File: src/rtl/writeback_queue_pkg.sv
// Shared register-file types for the writeback path: widths and the queued
// write entry.
package riscv_pkg;

  localparam int REGISTER_WIDTH   = 64;
  localparam int REGISTERNO_WIDTH = 5;

  typedef struct packed {
    logic [REGISTERNO_WIDTH-1:0] regno;
    logic [REGISTER_WIDTH-1:0]   value;
  } wb_entry_t;

endpackage

File: src/rtl/writeback_queue_if.sv
// Bundle of the writeback queue's producer, register-file write and hazard
// query signals.
interface writeback_queue_if;
  import riscv_pkg::*;

  logic                        in_valid;
  logic                        in_ready;
  logic [REGISTERNO_WIDTH-1:0] in_rd_regno;
  logic [REGISTER_WIDTH-1:0]   in_rd_value;
  logic                        in_hold;
  logic                        out_wr_enable;
  logic [REGISTERNO_WIDTH-1:0] out_rd_regno;
  logic [REGISTER_WIDTH-1:0]   out_rd_value;
  logic [REGISTERNO_WIDTH-1:0] in_rs1_regno;
  logic [REGISTERNO_WIDTH-1:0] in_rs2_regno;
  logic                        out_rs1_pending;
  logic                        out_rs2_pending;
  logic                        out_drained;

  modport master (
    output in_valid, in_rd_regno, in_rd_value, in_hold, in_rs1_regno, in_rs2_regno,
    input  in_ready, out_wr_enable, out_rd_regno, out_rd_value,
           out_rs1_pending, out_rs2_pending, out_drained
  );

  modport slave (
    input  in_valid, in_rd_regno, in_rd_value, in_hold, in_rs1_regno, in_rs2_regno,
    output in_ready, out_wr_enable, out_rd_regno, out_rd_value,
           out_rs1_pending, out_rs2_pending, out_drained
  );

endinterface

File: src/rtl/writeback_queue_wb_entry_fifo.sv
// In-order entry storage with head/tail pointers, occupancy count and a
// per-slot valid vector so the top can compare every queued regno.
module wb_entry_fifo
  import riscv_pkg::*;
#(
  parameter int DEPTH = 4
) (
  input  logic                  clk,
  input  logic                  reset,
  input  logic                  push,
  input  wb_entry_t             push_entry,
  input  logic                  pop,
  output wb_entry_t             head_entry,
  output wb_entry_t [DEPTH-1:0] entries,
  output logic [DEPTH-1:0]      valid,
  output logic                  full,
  output logic                  empty
);

  localparam int PTR_W = $clog2(DEPTH);
  localparam int CNT_W = PTR_W + 1;

  logic [PTR_W-1:0]      head;
  logic [PTR_W-1:0]      tail;
  logic [CNT_W-1:0]      count;
  wb_entry_t [DEPTH-1:0] mem;
  logic                  do_push;
  logic                  do_pop;

  assign full       = (count == CNT_W'(DEPTH));
  assign empty      = (count == '0);
  assign do_push    = push & ~full;
  assign do_pop     = pop & ~empty;
  assign head_entry = mem[head];
  assign entries    = mem;

  // Pointers wrap naturally because DEPTH is a power of two.
  always_ff @(posedge clk or posedge reset) begin
    if (reset) begin
      head  <= '0;
      tail  <= '0;
      count <= '0;
      valid <= '0;
    end else begin
      if (do_push) tail <= tail + PTR_W'(1);
      if (do_pop)  head <= head + PTR_W'(1);
      if (do_push && !do_pop)      count <= count + CNT_W'(1);
      else if (do_pop && !do_push) count <= count - CNT_W'(1);
      if (do_pop)  valid[head] <= 1'b0;
      if (do_push) valid[tail] <= 1'b1;
    end
  end

  always_ff @(posedge clk) begin
    if (do_push) mem[tail] <= push_entry;
  end

endmodule

File: src/rtl/writeback_queue.sv
// Buffers completed results and drains one per cycle onto the register-file
// write port, reporting pending writes for two decode source registers.
module writeback_queue
  import riscv_pkg::*;
#(
  parameter int DEPTH = 4
) (
  input logic              clk,
  input logic              reset,
  writeback_queue_if.slave bus
);

  wb_entry_t             push_entry;
  wb_entry_t             head_entry;
  wb_entry_t [DEPTH-1:0] entries;
  logic [DEPTH-1:0]      valid;
  logic                  full;
  logic                  empty;
  logic                  push;
  logic                  pop;
  logic                  wr_enable;
  logic [REGISTERNO_WIDTH-1:0] rd_regno;
  logic [REGISTER_WIDTH-1:0]   rd_value;
  logic                  rs1_hit;
  logic                  rs2_hit;

  // Writes to x0 complete the handshake but are never stored.
  assign push             = bus.in_valid & ~full & (bus.in_rd_regno != '0);
  assign pop              = ~empty & ~bus.in_hold;
  assign push_entry.regno = bus.in_rd_regno;
  assign push_entry.value = bus.in_rd_value;

  wb_entry_fifo #(.DEPTH(DEPTH)) u_fifo (
    .clk        (clk),
    .reset      (reset),
    .push       (push),
    .push_entry (push_entry),
    .pop        (pop),
    .head_entry (head_entry),
    .entries    (entries),
    .valid      (valid),
    .full       (full),
    .empty      (empty)
  );

  always_ff @(posedge clk or posedge reset) begin
    if (reset) begin
      wr_enable <= 1'b0;
      rd_regno  <= '0;
      rd_value  <= '0;
    end else begin
      wr_enable <= pop;
      if (pop) begin
        rd_regno <= head_entry.regno;
        rd_value <= head_entry.value;
      end
    end
  end

  // A source is pending while a write to it is queued or on the write port.
  always_comb begin
    rs1_hit = wr_enable && (rd_regno == bus.in_rs1_regno);
    rs2_hit = wr_enable && (rd_regno == bus.in_rs2_regno);
    for (int i = 0; i < DEPTH; i++) begin
      if (valid[i] && (entries[i].regno == bus.in_rs1_regno)) rs1_hit = 1'b1;
      if (valid[i] && (entries[i].regno == bus.in_rs2_regno)) rs2_hit = 1'b1;
    end
  end

  assign bus.in_ready        = ~full;
  assign bus.out_wr_enable   = wr_enable;
  assign bus.out_rd_regno    = rd_regno;
  assign bus.out_rd_value    = rd_value;
  assign bus.out_rs1_pending = (bus.in_rs1_regno != '0) & rs1_hit;
  assign bus.out_rs2_pending = (bus.in_rs2_regno != '0) & rs2_hit;
  assign bus.out_drained     = empty & ~wr_enable;

endmodule
File: src/flat_wrapper.sv
// flat-port wrapper written by rule: the top's interface ports become plain ports
module writeback_queue_flat import riscv_pkg::*;
#(
  parameter int DEPTH = 4
)
  (clk, reset, bus_in_valid, bus_in_rd_regno, bus_in_rd_value, bus_in_hold, bus_in_rs1_regno, bus_in_rs2_regno, bus_in_ready, bus_out_wr_enable, bus_out_rd_regno, bus_out_rd_value, bus_out_rs1_pending, bus_out_rs2_pending, bus_out_drained);
  writeback_queue_if bus_i ();
  input logic clk;
  input logic reset;
  input wire logic [$bits(bus_i.in_valid)-1:0] bus_in_valid;
  input wire logic [$bits(bus_i.in_rd_regno)-1:0] bus_in_rd_regno;
  input wire logic [$bits(bus_i.in_rd_value)-1:0] bus_in_rd_value;
  input wire logic [$bits(bus_i.in_hold)-1:0] bus_in_hold;
  input wire logic [$bits(bus_i.in_rs1_regno)-1:0] bus_in_rs1_regno;
  input wire logic [$bits(bus_i.in_rs2_regno)-1:0] bus_in_rs2_regno;
  output wire logic [$bits(bus_i.in_ready)-1:0] bus_in_ready;
  output wire logic [$bits(bus_i.out_wr_enable)-1:0] bus_out_wr_enable;
  output wire logic [$bits(bus_i.out_rd_regno)-1:0] bus_out_rd_regno;
  output wire logic [$bits(bus_i.out_rd_value)-1:0] bus_out_rd_value;
  output wire logic [$bits(bus_i.out_rs1_pending)-1:0] bus_out_rs1_pending;
  output wire logic [$bits(bus_i.out_rs2_pending)-1:0] bus_out_rs2_pending;
  output wire logic [$bits(bus_i.out_drained)-1:0] bus_out_drained;
  assign bus_i.in_valid = bus_in_valid;
  assign bus_i.in_rd_regno = bus_in_rd_regno;
  assign bus_i.in_rd_value = bus_in_rd_value;
  assign bus_i.in_hold = bus_in_hold;
  assign bus_i.in_rs1_regno = bus_in_rs1_regno;
  assign bus_i.in_rs2_regno = bus_in_rs2_regno;
  assign bus_in_ready = bus_i.in_ready;
  assign bus_out_wr_enable = bus_i.out_wr_enable;
  assign bus_out_rd_regno = bus_i.out_rd_regno;
  assign bus_out_rd_value = bus_i.out_rd_value;
  assign bus_out_rs1_pending = bus_i.out_rs1_pending;
  assign bus_out_rs2_pending = bus_i.out_rs2_pending;
  assign bus_out_drained = bus_i.out_drained;
  writeback_queue #(.DEPTH(DEPTH)) u_core (.clk(clk), .reset(reset), .bus(bus_i));
endmodule
File: config.mk
export PLATFORM = sky130hd
export DESIGN_NAME = writeback_queue_flat
export DESIGN_NICKNAME = d
export VERILOG_FILES = /design/src/rtl/writeback_queue_pkg.sv /design/src/rtl/writeback_queue_if.sv /design/src/rtl/writeback_queue_wb_entry_fifo.sv /design/src/rtl/writeback_queue.sv /design/src/flat_wrapper.sv
export SDC_FILE = /design/constraint.sdc
export NUM_CORES = 1
export LEC_CHECK = 0
export BUFFER_PORTS_ARGS = -buffer_cell sky130_fd_sc_hd__buf_4
export CAP_MARGIN = 20
export CORE_MARGIN = 2
export CORE_UTILIZATION = 30
export DETAILED_ROUTE_END_ITERATION = 10
export GPL_ROUTABILITY_DRIVEN = 0
export SKIP_LAST_GASP = 1
export SLEW_MARGIN = 40
export SYNTH_ARGS = -nofsm -noshare
export SYNTH_HDL_FRONTEND = slang
export SYNTH_SLANG_ARGS = --single-unit
File: constraint.sdc
create_clock -name clk -period 4.1 [get_ports clk]
set_clock_uncertainty 0.1 [all_clocks]
set_input_delay 0.205 -clock clk [delete_from_list [all_inputs] [get_ports clk]]
set_output_delay 0.205 -clock clk [all_outputs]
set_load 0.005 [all_outputs]
== Word-level counts from Yosys, hierarchy flattened ==
Index checks and enable logic that the tools add are counted.

* Word-level logic and storage cells: 91
* Flip-flop bits (word level): 357
* Input port bits: 83
* Output and inout bits: 74

* Equal/unequal tests: 11
* Add/sub/neg operators: 4
* $lt $le $gt $ge: 4
* Bitwise logic cells: 15
* Muxes and demuxes: 21
* Reductions and logical operators: 21

{| class="wikitable"
|+ Operators by type and width
! cell !! number
|-
| $bwmux 276 || 1
|-
| $bmux 69 s2 || 1
|-
| $demux 69 s2 || 1
|-
| $mux 69 || 2
|-
| $eq 5x5->1 || 10
|-
| $reduce_bool 5->1 || 3
|-
| $logic_and 1x1->1 || 14
|-
| $mux 1 || 10
|-
| $and 1x1->1 || 8
|-
| $mux 4 || 2
|-
| $lt 2x3->1 const B || 2
|-
| $mux 3 || 2
|-
| $add 2x1->2 const B || 2
|-
| $and 4x4->4 || 1
|-
| $demux 1 s2 || 2
|-
| $ge 2x1->1 const B || 2
|-
| $not 1->1 || 4
|-
| $not 4->4 || 1
|-
| $or 4x4->4 || 1
|-
| $add 3x1->3 const B || 1
|-
| $eq 3x3->1 const B || 1
|-
| $logic_not 3->1 || 1
|-
| $sub 3x1->3 const B || 1
|-
| $logic_not 1->1 || 2
|-
| $reduce_bool 2->1 || 1
|}

== Depth between registers and ports, before layout ==
* Word-level depth: 9
* Mapped depth: 11

== Modules after synthesis ==
From an unflattened synthesis, not the netlist that was laid out.

* Cells, all modules: 657
* Area, all modules: 13957.1 um^2

{| class="wikitable"
|+ By module, submodules not included
! module !! instances !! cells each !! area an instance (um^2)
|-
| wb_entry_fifo || 1 || 417 || 10669.0
|-
| writeback_queue || 1 || 240 || 3288.2
|}

== Worst setup path before layout ==
Ideal clock, no wire load.

* Kind: register to register
* Start point: register u_core.u_fifo.count[0]
* End point: register u_core.u_fifo.mem, in the netlist u_core.u_fifo.entries[0] (enable)
* Data arrival time: 2.626 ns
* Required time: 3.565 ns
* Setup slack: 0.939 ns
* Cell stages (with the launch flop): 7
* Path buffers: 1
* Library setup time: 0.435 ns
* Path through: dfrtp_1 > nor2_1 > nand2_1 > nand2_1 > a21oi_1 > buf_2 > and2_1

* Cells in the longest elaborated chain, start to end: 5

{| class="wikitable"
|+ Ends and longest elaborated chain
! item !! RTL line !! RTL
|-
| from (decl) || writeback_queue_wb_entry_fifo.sv:25 || <nowiki>logic [CNT_W-1:0] count;</nowiki>
|-
| from (signal assigned) || writeback_queue_wb_entry_fifo.sv:47 || <nowiki>if (do_push && !do_pop) count <= count + CNT_W'(1);</nowiki>
|-
| from (signal assigned) || writeback_queue_wb_entry_fifo.sv:48 || <nowiki>else if (do_pop && !do_push) count <= count - CNT_W'(1);</nowiki>
|-
| $eq 3x3->1 (*) || writeback_queue_wb_entry_fifo.sv:30 || <nowiki>assign full = (count == CNT_W'(DEPTH));</nowiki>
|-
| $not 1->1 (*) || - ||
|-
| via bus_in_ready || flat_wrapper.sv:16 || <nowiki>output wire logic [$bits(bus_i.in_ready)-1:0] bus_in_ready;</nowiki>
|-
| $and 1x1->1 (2 in series) || writeback_queue.sv:28 || <nowiki>assign push = bus.in_valid & ~full & (bus.in_rd_regno != '0);</nowiki>
|-
| $and 1x1->1 (*) || writeback_queue_wb_entry_fifo.sv:32 || <nowiki>assign do_push = push & ~full;</nowiki>
|-
| via u_core.u_fifo.do_push || writeback_queue_wb_entry_fifo.sv:27 || <nowiki>logic do_push;</nowiki>
|-
| to (signal, indexed assignment) || writeback_queue_wb_entry_fifo.sv:55 || <nowiki>if (do_push) mem[tail] <= push_entry;</nowiki>
|-
| to (decl) || writeback_queue_wb_entry_fifo.sv:26 || <nowiki>wb_entry_t [DEPTH-1:0] mem;</nowiki>
|}

Mark *: on every way through the listed nets, which the timed path passes. The rest lies on a longest branch.
A chain may end at the register's enable or synchronous reset.

== Worst setup path after layout ==
* Start point: register u_core.u_fifo.count[0]
* End point: register u_core.u_fifo.mem, in the netlist u_core.u_fifo.entries[24] (enable)

* Cells in the longest elaborated chain, start to end: 5

{| class="wikitable"
|+ Ends and longest elaborated chain
! item !! RTL line
|-
| $eq 3x3->1 (*) || writeback_queue_wb_entry_fifo.sv:30
|-
| $not 1->1 (*) || writeback_queue_wb_entry_fifo.sv:32, writeback_queue.sv:28
|-
| $and 1x1->1 (2 in series) || writeback_queue.sv:28
|-
| $and 1x1->1 (*) || writeback_queue_wb_entry_fifo.sv:32
|}

Mark *: on every way between the ends. The rest lies on a longest branch, timed or not.

==> insert_results.sql <==
INSERT INTO impl_metrics (metric_group, metric, value, unit) VALUES
('final_layout', 'fillers', '4161', ''),
('worst_setup_path', 'crit_path_top_delay_cell', 'and2_4', ''),
('clocking', 'cts_tree', 'done', ''),
('clocking', 'cts_hold_buffers', '70', ''),
('worst_setup_path', 'start_kind', 'register', ''),
('place', 'pre_cts_slack', '1.207', 'ns'),
('pwr', 'leakage', '0.006355', 'µW'),
('final_layout', 'fin_util', '39.05', '%'),
('floorplan', 'core_area', '0.04538', 'mm²'),
('pwr', 'p_switching', '3392', 'µW'),
('clocking', 'cts_buffers', '40', ''),
('sta', 'worst_slew_margin_rel', '57.59', '%'),
('outcome', 'run_status', 'completed', ''),
('detailed_routing', 'postRouteWirelength', '29540', 'µm'),
('floorplan', 'io-pin-count', '157', ''),
('floorplan', 'dieArea', '0.04779', 'mm²'),
('global_routing', 'first_global_vias', '7361', ''),
('pwr', 'seq_power_share', '45.1', '%'),
('final_layout', 'num_antenna_cells', '0', ''),
('pwr', 'power_frac_comb', '27.1', '%'),
('pwr', 'p_int', '8834', 'µW'),
('final_layout', 'mostFrequentLayoutCell', 'edfxtp_1', ''),
('detailed_routing', 'dr_total_vias', '6868', ''),
('yosys', 'synth_warn', '0', ''),
('global_routing', 'antenna_found_initial', '0', ''),
('worst_setup_path', 'crit_required', '4.21', 'ns'),
('sta', 'worst_pin_slew', '0.6362', 'ns'),
('place', 'dp.cells', '1390', ''),
('clocking', 'clock_path_buffers', '3', ''),
('worst_setup_path', 'r2r-start', 'u_core.u_fifo.count[0]', ''),
('clocking', 'clock_slew_at_reported_path_ffs', '0.06', 'ns'),
('final_layout', 'final_area', '0.01772', 'mm²'),
('clocking', 'cts_setup_buffers', '0', ''),
('final_layout', 'final_cells', '1534', ''),
('run', 'maxCapViolCount', '0', ''),
('final_layout', 'area_delta_synth_final', '28.27', '%'),
('yosys', 'synth.ff_latch_count', '357', ''),
('yosys', 'synthesis.area', '0.01382', 'mm²'),
('global_routing', 'grt.total_usage', '12.58', '%'),
('sta', 'timing.final.setup_violations', '0', ''),
('pwr', 'p_clk_share', '27.9', '%'),
('final_layout', 'share_of_layout_cells_above_drive_strength_1', '40.26', '%'),
('sta', 'final_ws_setup', '1.551', 'ns'),
('clocking', 'root_buffer', 'clkbuf_16', ''),
('detailed_routing', 'drt_pre_antenna_iters', '4', ''),
('yosys', 'ys_seq_area_share', '74.66', '%'),
('final_layout', 'fin_nets', '995', ''),
('global_routing', 'grt_pass1_wl', '44970', 'µm'),
('worst_setup_path', 'rr_worst_depth', '6', ''),
('yosys', 'post_synth.cell_area_avg', '21.06', 'µm²'),
('hold_path', 'worstHoldPathType', 'input pin to register', ''),
('worst_setup_path', 'crit_end_element', 'register', ''),
('detailed_routing', 'postRouteAntennaNets', '0', ''),
('worst_setup_path', 'timing.critical_path.arrival', '2.66', 'ns'),
('global_routing', 'grt_max_degree', '78', ''),
('clocking', 'h-tree-depth', '2', ''),
('detailed_routing', 'viasPerCell', '4.477', ''),
('clocking', 'clock_sinks', '357', ''),
('yosys', 'netlist-cell-type-count', '25', ''),
('yosys', 'synthesis.nets', '749', ''),
('worst_setup_path', 'reg2reg_to', 'u_core.u_fifo.entries[24]', ''),
('worst_setup_path', 'worst-r2r-setup-slack', '1.55', 'ns'),
('pwr', 'swShare', '27.75', '%'),
('final_layout', 'final_cell_mix', '276 x edfxtp_1, 160 x buf_4, 79 x dfrtp_1', ''),
('place', 'numPortBuffers', '156', ''),
('floorplan', 'fp-row-count', '78', ''),
('floorplan', 'fp.dieW', '218.6', 'µm'),
('clocking', 'cts_repair_resize_count', '0', ''),
('sta', 'hold_viol_final', '0', ''),
('worst_setup_path', 'timing.setup.critical_path_class', 'register to register', ''),
('worst_setup_path', 'timing.critical_path.mode_cell', 'nand2_1', '');
==> synthesized netlist by cell type <==
master / n / area, µm²
a21oi_1: 1 / 5.000
a22o_1: 4 / 35.03
and2_1: 4 / 25.02
buf_2: 12 / 60.06
buf_4: 2 / 15.01
buf_6: 8 / 90.09
clkbuf_1: 13 / 48.80
dfrtp_1: 81 / 2027
edfxtp_1: 276 / 8288
fa_1: 1 / 20.02
ha_1: 9 / 112.6
inv_1: 7 / 26.28
mux2_2: 71 / 799.5
mux4_2: 69 / 1554
nand2_1: 9 / 33.78
nand3_1: 12 / 60.06
nor2_1: 3 / 11.26
nor2_2: 1 / 6.260
nor3_1: 2 / 10.01
nor4_1: 11 / 68.82
o21ai_0: 1 / 5.000
o22a_1: 2 / 17.52
or4_1: 2 / 15.01
xnor2_1: 13 / 113.9
xor2_1: 42 / 367.9
==> cell families after synthesis <==
family,Yosys count,synth area share (%)
AOI/OAI and AO/OA,8,0.4527
xor gates and xnor gates,55,3.487
adders and majority gates,10,0.9600
buffers and inverters,42,1.739
DFF,357,74.66
muxes,140,17.03
and+or+nand+nor,44,1.666
==> layout make-up <==
cell class	instances	area [µm²]	share of cell area, %
Sequential cell	357	10320	58.25
Multi-Input combinational cell	257	3279	18.50
Timing Repair Buffer	239	2090	11.79
Clock buffer	55	1089	6.142
Tap cell	600	750.7	4.236
Clock inverter	19	160.2	0.9037
Inverter	7	31.28	0.1765
==> how the worst min path moves through the flow <==
stage	cells past startpoint	from	endpoint
global route	5	bus_in_hold	u_core.u_fifo.count[0]
global placement	2	reset	u_core.bus.out_rd_value[12]
CTS	5	bus_in_hold	u_core.u_fifo.count[0]
detailed placement	2	reset	u_core.bus.out_rd_value[8]
floorplan	0	bus_in_rd_value[0]	u_core.u_fifo.entries[0]
finish	4	bus_in_valid	u_core.u_fifo.tail[0]
==> critical path, delay by kind of cell, from the launching register on <==
kind	cells	cell delay [ns]
compound gates	1	0.41
buf+inv	1	0.35
flops	1	0.45
simple gates	4	0.86
==> stage by stage <==
stage,power [µW],hold slack (ns)
after global placement,8844,0.2916
after detailed placement,8946,0.3018
after global routing,12900,0.04387
after floorplan,7491,0.2039
final,12230,0.03972
after CTS,12470,0.02610
==> state kept, by name (all words and copies together) (netlist names) <==
signal / cells
u_core.u_fifo.tail: 2
u_core.bus.out_rd_regno: 5
u_core.bus.out_rd_value: 64
u_core.u_fifo.valid: 4
u_core.u_fifo.head: 2
u_core.bus.out_wr_enable: 1
u_core.u_fifo.count: 3
u_core.u_fifo.entries: 276
==> power groups by stage <==
stage,clock network [µW],registers [µW],logic (µW)
2_1_floorplan,0,5370,2120
3_3_place_gp,0,5690,3160
3_5_place_dp,0,5600,3350
4_1_cts,3520,5540,3410
5_1_grt,3660,5630,3610
6_report,3410,5510,3310
==> layer usage <==
layer / wire length (µm) / global-route usage [%] / part of all wire [%] / up-vias
met5: 0 / 0 / 0 / -
met4: 631 / 3.651 / 2.1 / 0
met3: 1372 / 2.951 / 4.6 / 44
met2: 14370 / 20.73 / 49 / 160
met1: 13170 / 16.57 / 45 / 3568
li1: - / - / - / 3096
Note: power is estimated with default switching activity, not from simulation.
